===== src/rtl/online_softmax_engine.sv =====
// online_softmax_engine
//
// Base-2 softmax over one row of signed integer scores. The row is streamed
// in once; a running maximum and a running sum of 2^(z - max) in fixed
// point (ONE = 2^EXP_FRAC) are kept during that single pass. Scores and mask
// bits are stored in a local buffer. A second pass re-reads every key,
// forms its exponential against the final maximum and divides it by the
// final sum with a bit-serial restoring divider.
//
// Ports
//   clk, rst_          : single rising-edge clock, asynchronous active-low reset
//   start, num_keys    : begin a row of num_keys scores (only honoured in IDLE)
//   s_valid/s_ready    : score stream handshake; s_score signed, s_mask excludes
//   m_valid/m_ready    : probability stream handshake
//   m_prob, m_idx      : probability (all fraction bits) and its key index
//   m_last             : marks the final key of the row
//   busy               : high whenever a row is in progress
//   done               : one-cycle pulse after the last probability is taken
//   all_masked         : the row had no unmasked score (held until next start)
//   err_len            : one-cycle pulse when start carries an illegal length
module online_softmax_engine #(
  parameter int SCORE_W  = 16,
  parameter int MAX_KEYS = 256,
  parameter int IDX_W    = $clog2(MAX_KEYS),
  parameter int EXP_FRAC = 11,
  parameter int SUM_W    = EXP_FRAC + 1 + IDX_W,
  parameter int OUT_W    = 12
) (
  input  logic               clk,
  input  logic               rst_,
  input  logic               start,
  input  logic [IDX_W:0]     num_keys,
  input  logic               s_valid,
  output logic               s_ready,
  input  logic [SCORE_W-1:0] s_score,
  input  logic               s_mask,
  output logic               m_valid,
  input  logic               m_ready,
  output logic [OUT_W-1:0]   m_prob,
  output logic [IDX_W-1:0]   m_idx,
  output logic               m_last,
  output logic               busy,
  output logic               done,
  output logic               all_masked,
  output logic               err_len
);

  localparam int D_W   = SCORE_W + 1;      // width of a score difference
  localparam int E_W   = EXP_FRAC + 1;     // width of one exponential term
  localparam int Q_W   = OUT_W + 1;        // quotient bits (ratio can reach 1.0)
  localparam int CNT_W = $clog2(Q_W + 1);

  localparam logic [E_W-1:0]   ONE_E      = {1'b1, {EXP_FRAC{1'b0}}};
  localparam logic [SUM_W-1:0] ONE_S      = SUM_W'(ONE_E);
  localparam logic [IDX_W:0]   MAX_KEYS_W = (IDX_W + 1)'(MAX_KEYS);

  typedef enum logic [2:0] {
    ST_IDLE,
    ST_INGEST,
    ST_FETCH,
    ST_DIVIDE,
    ST_OUTPUT
  } state_t;

  // 2^d in fixed point for d <= 0; vanishes once the shift empties ONE.
  function automatic logic [E_W-1:0] exp2_neg(input logic signed [D_W-1:0] d);
    logic [D_W-1:0] mag;
    mag = -d;
    if (mag >= D_W'(E_W)) begin
      exp2_neg = '0;
    end else begin
      exp2_neg = ONE_E >> mag;
    end
  endfunction

  state_t                     state_q, state_d;
  logic [IDX_W:0]             num_keys_q, num_keys_d;
  logic [IDX_W-1:0]           index_q, index_d;
  logic signed [SCORE_W-1:0]  max_q, max_d;
  logic [SUM_W-1:0]           sum_q, sum_d;
  logic                       seen_q, seen_d;
  logic                       all_masked_q, all_masked_d;
  logic                       fetch_ph_q, fetch_ph_d;
  logic [CNT_W-1:0]           div_cnt_q, div_cnt_d;
  logic [SUM_W:0]             rem_q, rem_d;
  logic [OUT_W:0]             num_q, num_d;
  logic [Q_W-1:0]             quo_q, quo_d;
  logic                       ezero_q, ezero_d;
  logic [OUT_W-1:0]           m_prob_q, m_prob_d;
  logic                       done_q, done_d;
  logic                       err_len_q, err_len_d;

  // Score buffer: {mask, score} per key, registered read port.
  logic [SCORE_W:0]           buf_mem [MAX_KEYS];
  logic [SCORE_W:0]           rd_q;
  logic                       wr_en;

  // Combinational helpers
  logic signed [D_W-1:0]      in_diff;
  logic [D_W-1:0]             up_sh;
  logic [SUM_W-1:0]           sum_shifted;
  logic signed [D_W-1:0]      fe_diff;
  logic [E_W-1:0]             e_j;
  logic [SUM_W:0]             trial;
  logic                       trial_ge;
  logic [Q_W-1:0]             quo_next;
  logic                       is_last;
  logic                       start_legal;

  assign wr_en = (state_q == ST_INGEST) && s_valid;

  always_ff @(posedge clk) begin
    if (wr_en) begin
      buf_mem[index_q] <= {s_mask, s_score};
    end
    rd_q <= buf_mem[index_q];
  end

  always_comb begin
    // Online-max helpers for the incoming score
    in_diff = $signed({s_score[SCORE_W-1], s_score}) - $signed({max_q[SCORE_W-1], max_q});
    up_sh   = in_diff;
    if (up_sh >= D_W'(SUM_W)) begin
      sum_shifted = '0;
    end else begin
      sum_shifted = sum_q >> up_sh;
    end

    // Exponential of the buffered key against the final maximum
    fe_diff = $signed({rd_q[SCORE_W-1], rd_q[SCORE_W-1:0]}) - $signed({max_q[SCORE_W-1], max_q});
    if (rd_q[SCORE_W] || all_masked_q) begin
      e_j = '0;
    end else begin
      e_j = exp2_neg(fe_diff);
    end

    // One restoring-divider step: shift in the next numerator bit, subtract if it fits
    trial    = {rem_q[SUM_W-1:0], num_q[OUT_W]};
    trial_ge = (trial >= {1'b0, sum_q});
    quo_next = {quo_q[Q_W-2:0], trial_ge};

    is_last     = ({1'b0, index_q} == (num_keys_q - 1'b1));
    start_legal = (num_keys != '0) && (num_keys <= MAX_KEYS_W);
  end

  always_comb begin
    state_d      = state_q;
    num_keys_d   = num_keys_q;
    index_d      = index_q;
    max_d        = max_q;
    sum_d        = sum_q;
    seen_d       = seen_q;
    all_masked_d = all_masked_q;
    fetch_ph_d   = fetch_ph_q;
    div_cnt_d    = div_cnt_q;
    rem_d        = rem_q;
    num_d        = num_q;
    quo_d        = quo_q;
    ezero_d      = ezero_q;
    m_prob_d     = m_prob_q;
    done_d       = 1'b0;
    err_len_d    = 1'b0;

    case (state_q)
      ST_IDLE: begin
        if (start) begin
          if (start_legal) begin
            num_keys_d   = num_keys;
            max_d        = '0;
            sum_d        = '0;
            index_d      = '0;
            seen_d       = 1'b0;
            all_masked_d = 1'b0;
            state_d      = ST_INGEST;
          end else begin
            err_len_d = 1'b1;
          end
        end
      end

      ST_INGEST: begin
        if (s_valid) begin
          if (!s_mask) begin
            if (!seen_q) begin
              max_d  = s_score;
              sum_d  = ONE_S;
              seen_d = 1'b1;
            end else if (in_diff > 0) begin
              // New maximum: rescale everything accumulated so far
              max_d = s_score;
              sum_d = sum_shifted + ONE_S;
            end else begin
              sum_d = sum_q + SUM_W'(exp2_neg(in_diff));
            end
          end
          if (is_last) begin
            index_d      = '0;
            fetch_ph_d   = 1'b0;
            all_masked_d = !(seen_q || !s_mask);
            state_d      = ST_FETCH;
          end else begin
            index_d = index_q + 1'b1;
          end
        end
      end

      ST_FETCH: begin
        // Phase 0 lets the buffer read settle; phase 1 loads the divider.
        if (!fetch_ph_q) begin
          fetch_ph_d = 1'b1;
        end else begin
          fetch_ph_d = 1'b0;
          // Numerator is e_j << OUT_W. Its bits above position OUT_W form
          // the starting remainder (always below sum, so no quotient bits
          // are lost); the rest are shifted in one per cycle.
          rem_d     = (SUM_W + 1)'(e_j >> 1);
          num_d     = {e_j[0], {OUT_W{1'b0}}};
          quo_d     = '0;
          ezero_d   = (e_j == '0);
          div_cnt_d = '0;
          state_d   = ST_DIVIDE;
        end
      end

      ST_DIVIDE: begin
        if (trial_ge) begin
          rem_d = trial - {1'b0, sum_q};
        end else begin
          rem_d = trial;
        end
        num_d     = {num_q[OUT_W-1:0], 1'b0};
        quo_d     = quo_next;
        div_cnt_d = div_cnt_q + 1'b1;
        if (div_cnt_q == CNT_W'(OUT_W)) begin
          if (ezero_q) begin
            m_prob_d = '0;
          end else if (quo_next[OUT_W]) begin
            m_prob_d = '1;   // ratio of exactly 1.0 saturates
          end else begin
            m_prob_d = quo_next[OUT_W-1:0];
          end
          state_d = ST_OUTPUT;
        end
      end

      ST_OUTPUT: begin
        if (m_ready) begin
          if (is_last) begin
            done_d  = 1'b1;
            state_d = ST_IDLE;
          end else begin
            index_d    = index_q + 1'b1;
            fetch_ph_d = 1'b0;
            state_d    = ST_FETCH;
          end
        end
      end

      default: begin
        state_d = ST_IDLE;
      end
    endcase
  end

  always_ff @(posedge clk or negedge rst_) begin
    if (!rst_) begin
      state_q      <= ST_IDLE;
      num_keys_q   <= '0;
      index_q      <= '0;
      max_q        <= '0;
      sum_q        <= '0;
      seen_q       <= 1'b0;
      all_masked_q <= 1'b0;
      fetch_ph_q   <= 1'b0;
      div_cnt_q    <= '0;
      rem_q        <= '0;
      num_q        <= '0;
      quo_q        <= '0;
      ezero_q      <= 1'b0;
      m_prob_q     <= '0;
      done_q       <= 1'b0;
      err_len_q    <= 1'b0;
    end else begin
      state_q      <= state_d;
      num_keys_q   <= num_keys_d;
      index_q      <= index_d;
      max_q        <= max_d;
      sum_q        <= sum_d;
      seen_q       <= seen_d;
      all_masked_q <= all_masked_d;
      fetch_ph_q   <= fetch_ph_d;
      div_cnt_q    <= div_cnt_d;
      rem_q        <= rem_d;
      num_q        <= num_d;
      quo_q        <= quo_d;
      ezero_q      <= ezero_d;
      m_prob_q     <= m_prob_d;
      done_q       <= done_d;
      err_len_q    <= err_len_d;
    end
  end

  assign s_ready    = (state_q == ST_INGEST);
  assign m_valid    = (state_q == ST_OUTPUT);
  assign m_prob     = m_prob_q;
  assign m_idx      = index_q;
  assign m_last     = (state_q == ST_OUTPUT) && is_last;
  assign busy       = (state_q != ST_IDLE);
  assign done       = done_q;
  assign all_masked = all_masked_q;
  assign err_len    = err_len_q;

endmodule


===== config.mk =====
export PLATFORM = sky130hd
export DESIGN_NAME = online_softmax_engine
export DESIGN_NICKNAME = d
export VERILOG_FILES = /design/src/rtl/online_softmax_engine.sv
export SDC_FILE = /design/constraint.sdc
export NUM_CORES = 2
export LEC_CHECK = 0
export CAP_MARGIN = 15
export CORE_ASPECT_RATIO = 0.5
export CORE_MARGIN = 8
export CORE_UTILIZATION = 55
export DETAILED_ROUTE_END_ITERATION = 6
export HOLD_SLACK_MARGIN = 0.15
export PLACE_DENSITY = 0.71
export SLEW_MARGIN = 20
export SYNTH_ARGS = -nofsm -noshare
export SYNTH_HDL_FRONTEND = slang
export SYNTH_MEMORY_MAX_BITS = 65536
export SYNTH_SLANG_ARGS = --single-unit

===== constraint.sdc =====
create_clock -name clk -period 8.5 [get_ports clk]
set_clock_uncertainty 0.1 [all_clocks]
set_input_delay 1.7 -clock clk [delete_from_list [all_inputs] [get_ports clk]]
set_output_delay 1.7 -clock clk [all_outputs]
set_load 0.01 [all_outputs]

==> results.toml <==
[status]
outcome = "finished, final reports clean"

[floorplanning]
die_area_sq_um = 340400
rows = 147
coreArea_sq_um = 320200
die_height_um = 416.6
start_util_pct = 55.13
io_pins = 58
die_w_um = 817.2

[detailed_routing]
avgRoutedWirePerCell_um = 36.04
vias = 88228
wirelength_um = 469400
drtIter0Drc = 13561
ant_nets = 0
drtPass1Iterations = 7
viasPerCell = 6.774
drc = 0

[clocking]
cts_resized = 0
clock_path_buffers = 4
cts_tree = "built"
root_buffer = "clkbuf_16"
numCtsBuffers = 383
postCtsSetupBuffers = 0
cts_hold_buf = 0
worstSkewPairLatency_ns = 0.97
clk_pin_slew_ns = 0.07
cts.sinks = 4480
h-tree-depth = 5

[sta]
max_freq_mhz = 129.3
final-setup-viol-count = 0
worst_pin_slew_ns = 1.304
rsz0062_at_grt = "no"
fin_crit_sh_pct = 90.97
final-hold-violation-count = 0
slew_headroom_pct = 13.05
drv_slew = 0
finalCriticalPeriod_ns = 7.733

[pwr]
power.total_mw = 61.14
power_frac_comb_pct = 30.1
seq_power_share_pct = 40.9
powerDensity_nw_per_um2 = 308.9
pwr-share-clk_pct = 29.0
switching_share_pct = 30.52
peakVddDrop_mv = 0.2547
p_leak_nw = 61.59
p_switching_mw = 18.66
intPower_mw = 42.48

[synth]
synthFlopType = "edfxtp_1"
syn_avg_cell_area_sq_um = 22.33
syn_inst = 7906
syn-num-nets = 8016
ys_ff_latch = 4480
synth-edff-count = 4352
ys_seq_area_share_pct = 75.80
yosys-top-cells-count = "edfxtp_1, mux4_2, nor2_1"
synth_top_area_share_pct = 74.03
ys_types = 87
yosysMostFrequentCell = "edfxtp_1"
netlist_area_sq_um = 176500
yosysTopAreaCell = "edfxtp_1"
synth_warnings = 0
async_reset_ff_share_pct = 2.478
synthTopCellsByArea = "edfxtp_1, mux4_2, dfrtp_1"

[worst_setup_path]
cpMaxStageDelayCell = "nor4_1"
critPathMostFrequentCell = "ha_1"
slowest_delay_ns = 0.44
cp.required_ns = 9.18
worstPathArrival_ns = 8.42
crit_path_end_kind = "flop"
path_max_fanout = 8
start_kind = "primary input"
crit_type = "in2reg"

[placement]
place_congestion = 0.8801
place_inst = 12328
dpl.hpwl_um = 279100
port_buffers = 57

[global_route]
antenna_found_initial = 27
globalRouteOverflowTotal = 0
grt_util_all_layers_pct = 27.27
grt_max_degree = 144
grt_pass1_vias = 85764
grt_pass1_wl_um = 658100

[layout]
fill_cells = 21257
nets = 8503
drive_above_1_share_pct = 31.90
syn_to_final_growth_pct = 12.11
fin_cells = 13025

[min_path]
hold_path_class = "reg2reg"

[job]
maxCapViolations = 0
==> cells in the final DEF (no fill, tap or decap), types with 75 or more instances in the layout <==
cell and count:
buf_4 453, clkbuf_16 391, clkinv_1 77, dfrtp_1 104
edfxtp_1 4352, ha_1 75, inv_1 84, mux4_2 1391
nand2_1 169, nand3_1 81, nor2_1 112, nor2_2 245
o21ai_0 87
==> cell families after synthesis <==
group,after synthesis,synth area share [%]
and+or+nand+nor,871,2.277
adders and majority gates,79,0.5770
muxes,1442,18.05
DFF,4480,75.80
AOI/OAI and AO/OA,450,1.770
buffers and inverters,521,1.212
xor gates and xnor gates,63,0.3168
==> critical path: cells and delay by family <==
kind	cells	cell delay [ns]
AND/OR/NAND/NOR	8	1.98
AO/OA/AOI/OAI	14	2.57
adder cells (fa/ha/maj)	5	1.40
buffers and inverters	4	0.70
==> through the flow <==
stage	instance area (sq um)	hold slack, ns	TNS, ns	worst slack [ns]	util [%]
after global routing	197900	0.4061	0	0.3137	61.80
final	197900	0.3824	0	0.7672	61.80
after floorplan	176500	0.3700	0	0.6280	-
after detailed placement	185500	0.3724	-0.06004	-0.06004	57.93
after CTS	197900	0.3860	0	0.9060	61.79
after global placement	185500	0.3612	-0.05357	-0.05208	57.92
==> worst paths after layout <==
path | startpoint | to | slack, ns | cells after the start
max | s_score[0] | sum_q[18]$_DFFE_PN0P_ | 0.77 | 31
min | m_prob[6]$_DFFE_PN0P_ | m_prob[6]$_DFFE_PN0P_ | 0.38 | 2
max reg2reg | max_q[0]$_DFFE_PN0P_ | sum_q[18]$_DFFE_PN0P_ | 1.65 | 29
min reg2reg | m_prob[6]$_DFFE_PN0P_ | m_prob[6]$_DFFE_PN0P_ | 0.38 | 2
max in group asynchronous | rst_ | m_idx[0]$_DFFE_PN0P_ | 6.25 | 2
min in group asynchronous | rst_ | div_cnt_q[0]$_DFFE_PN0P_ | 0.83 | 1
==> cell type report <==
type / instances / area [sq um] / area share, %
diodes: 9 / 22.52 / 0.01138
multi-input cells: 2905 / 41390 / 20.91
well taps: 4321 / 5406 / 2.732
inverters: 84 / 315.3 / 0.1593
clock inverters: 223 / 2271 / 1.148
flip-flops and latches: 4480 / 133800 / 67.62
repair buffers: 539 / 4601 / 2.325
clock buffers: 464 / 10070 / 5.088
==> power by group through the flow <==
stage	combinational [mW]	clock (mW)	sequential (mW)
floorplan	12.0	0	25.2
global placement	18.1	0	25.5
detailed placement	18.2	0	25.5
CTS	18.3	17.8	25.0
global route	19.2	18.7	25.0
finish	18.4	17.7	25.0
==> state kept, by name (all words and copies together) (netlist names) <==
signal	cells
all_masked	1
buf_mem	4352
div_cnt_q	4
done	1
err_len	1
ezero_q	1
fetch_ph_q	1
m_idx	8
m_prob	12
max_q	16
num_keys_q	9
num_q	1
quo_q	12
rd_q	17
rem_q	20
seen_q	1
state_q	3
sum_q	20
==> routing by layer <==
metal / track usage, % / share of wire, % / wire length, um
met1: 39.82 / 38 / 179900
met2: 40.05 / 45 / 209400
met3: 8.824 / 14 / 65970
met4: 7.532 / 3.0 / 14070
met5: 0 / 0.0058 / 27
Power figures use the tool's default switching activity.
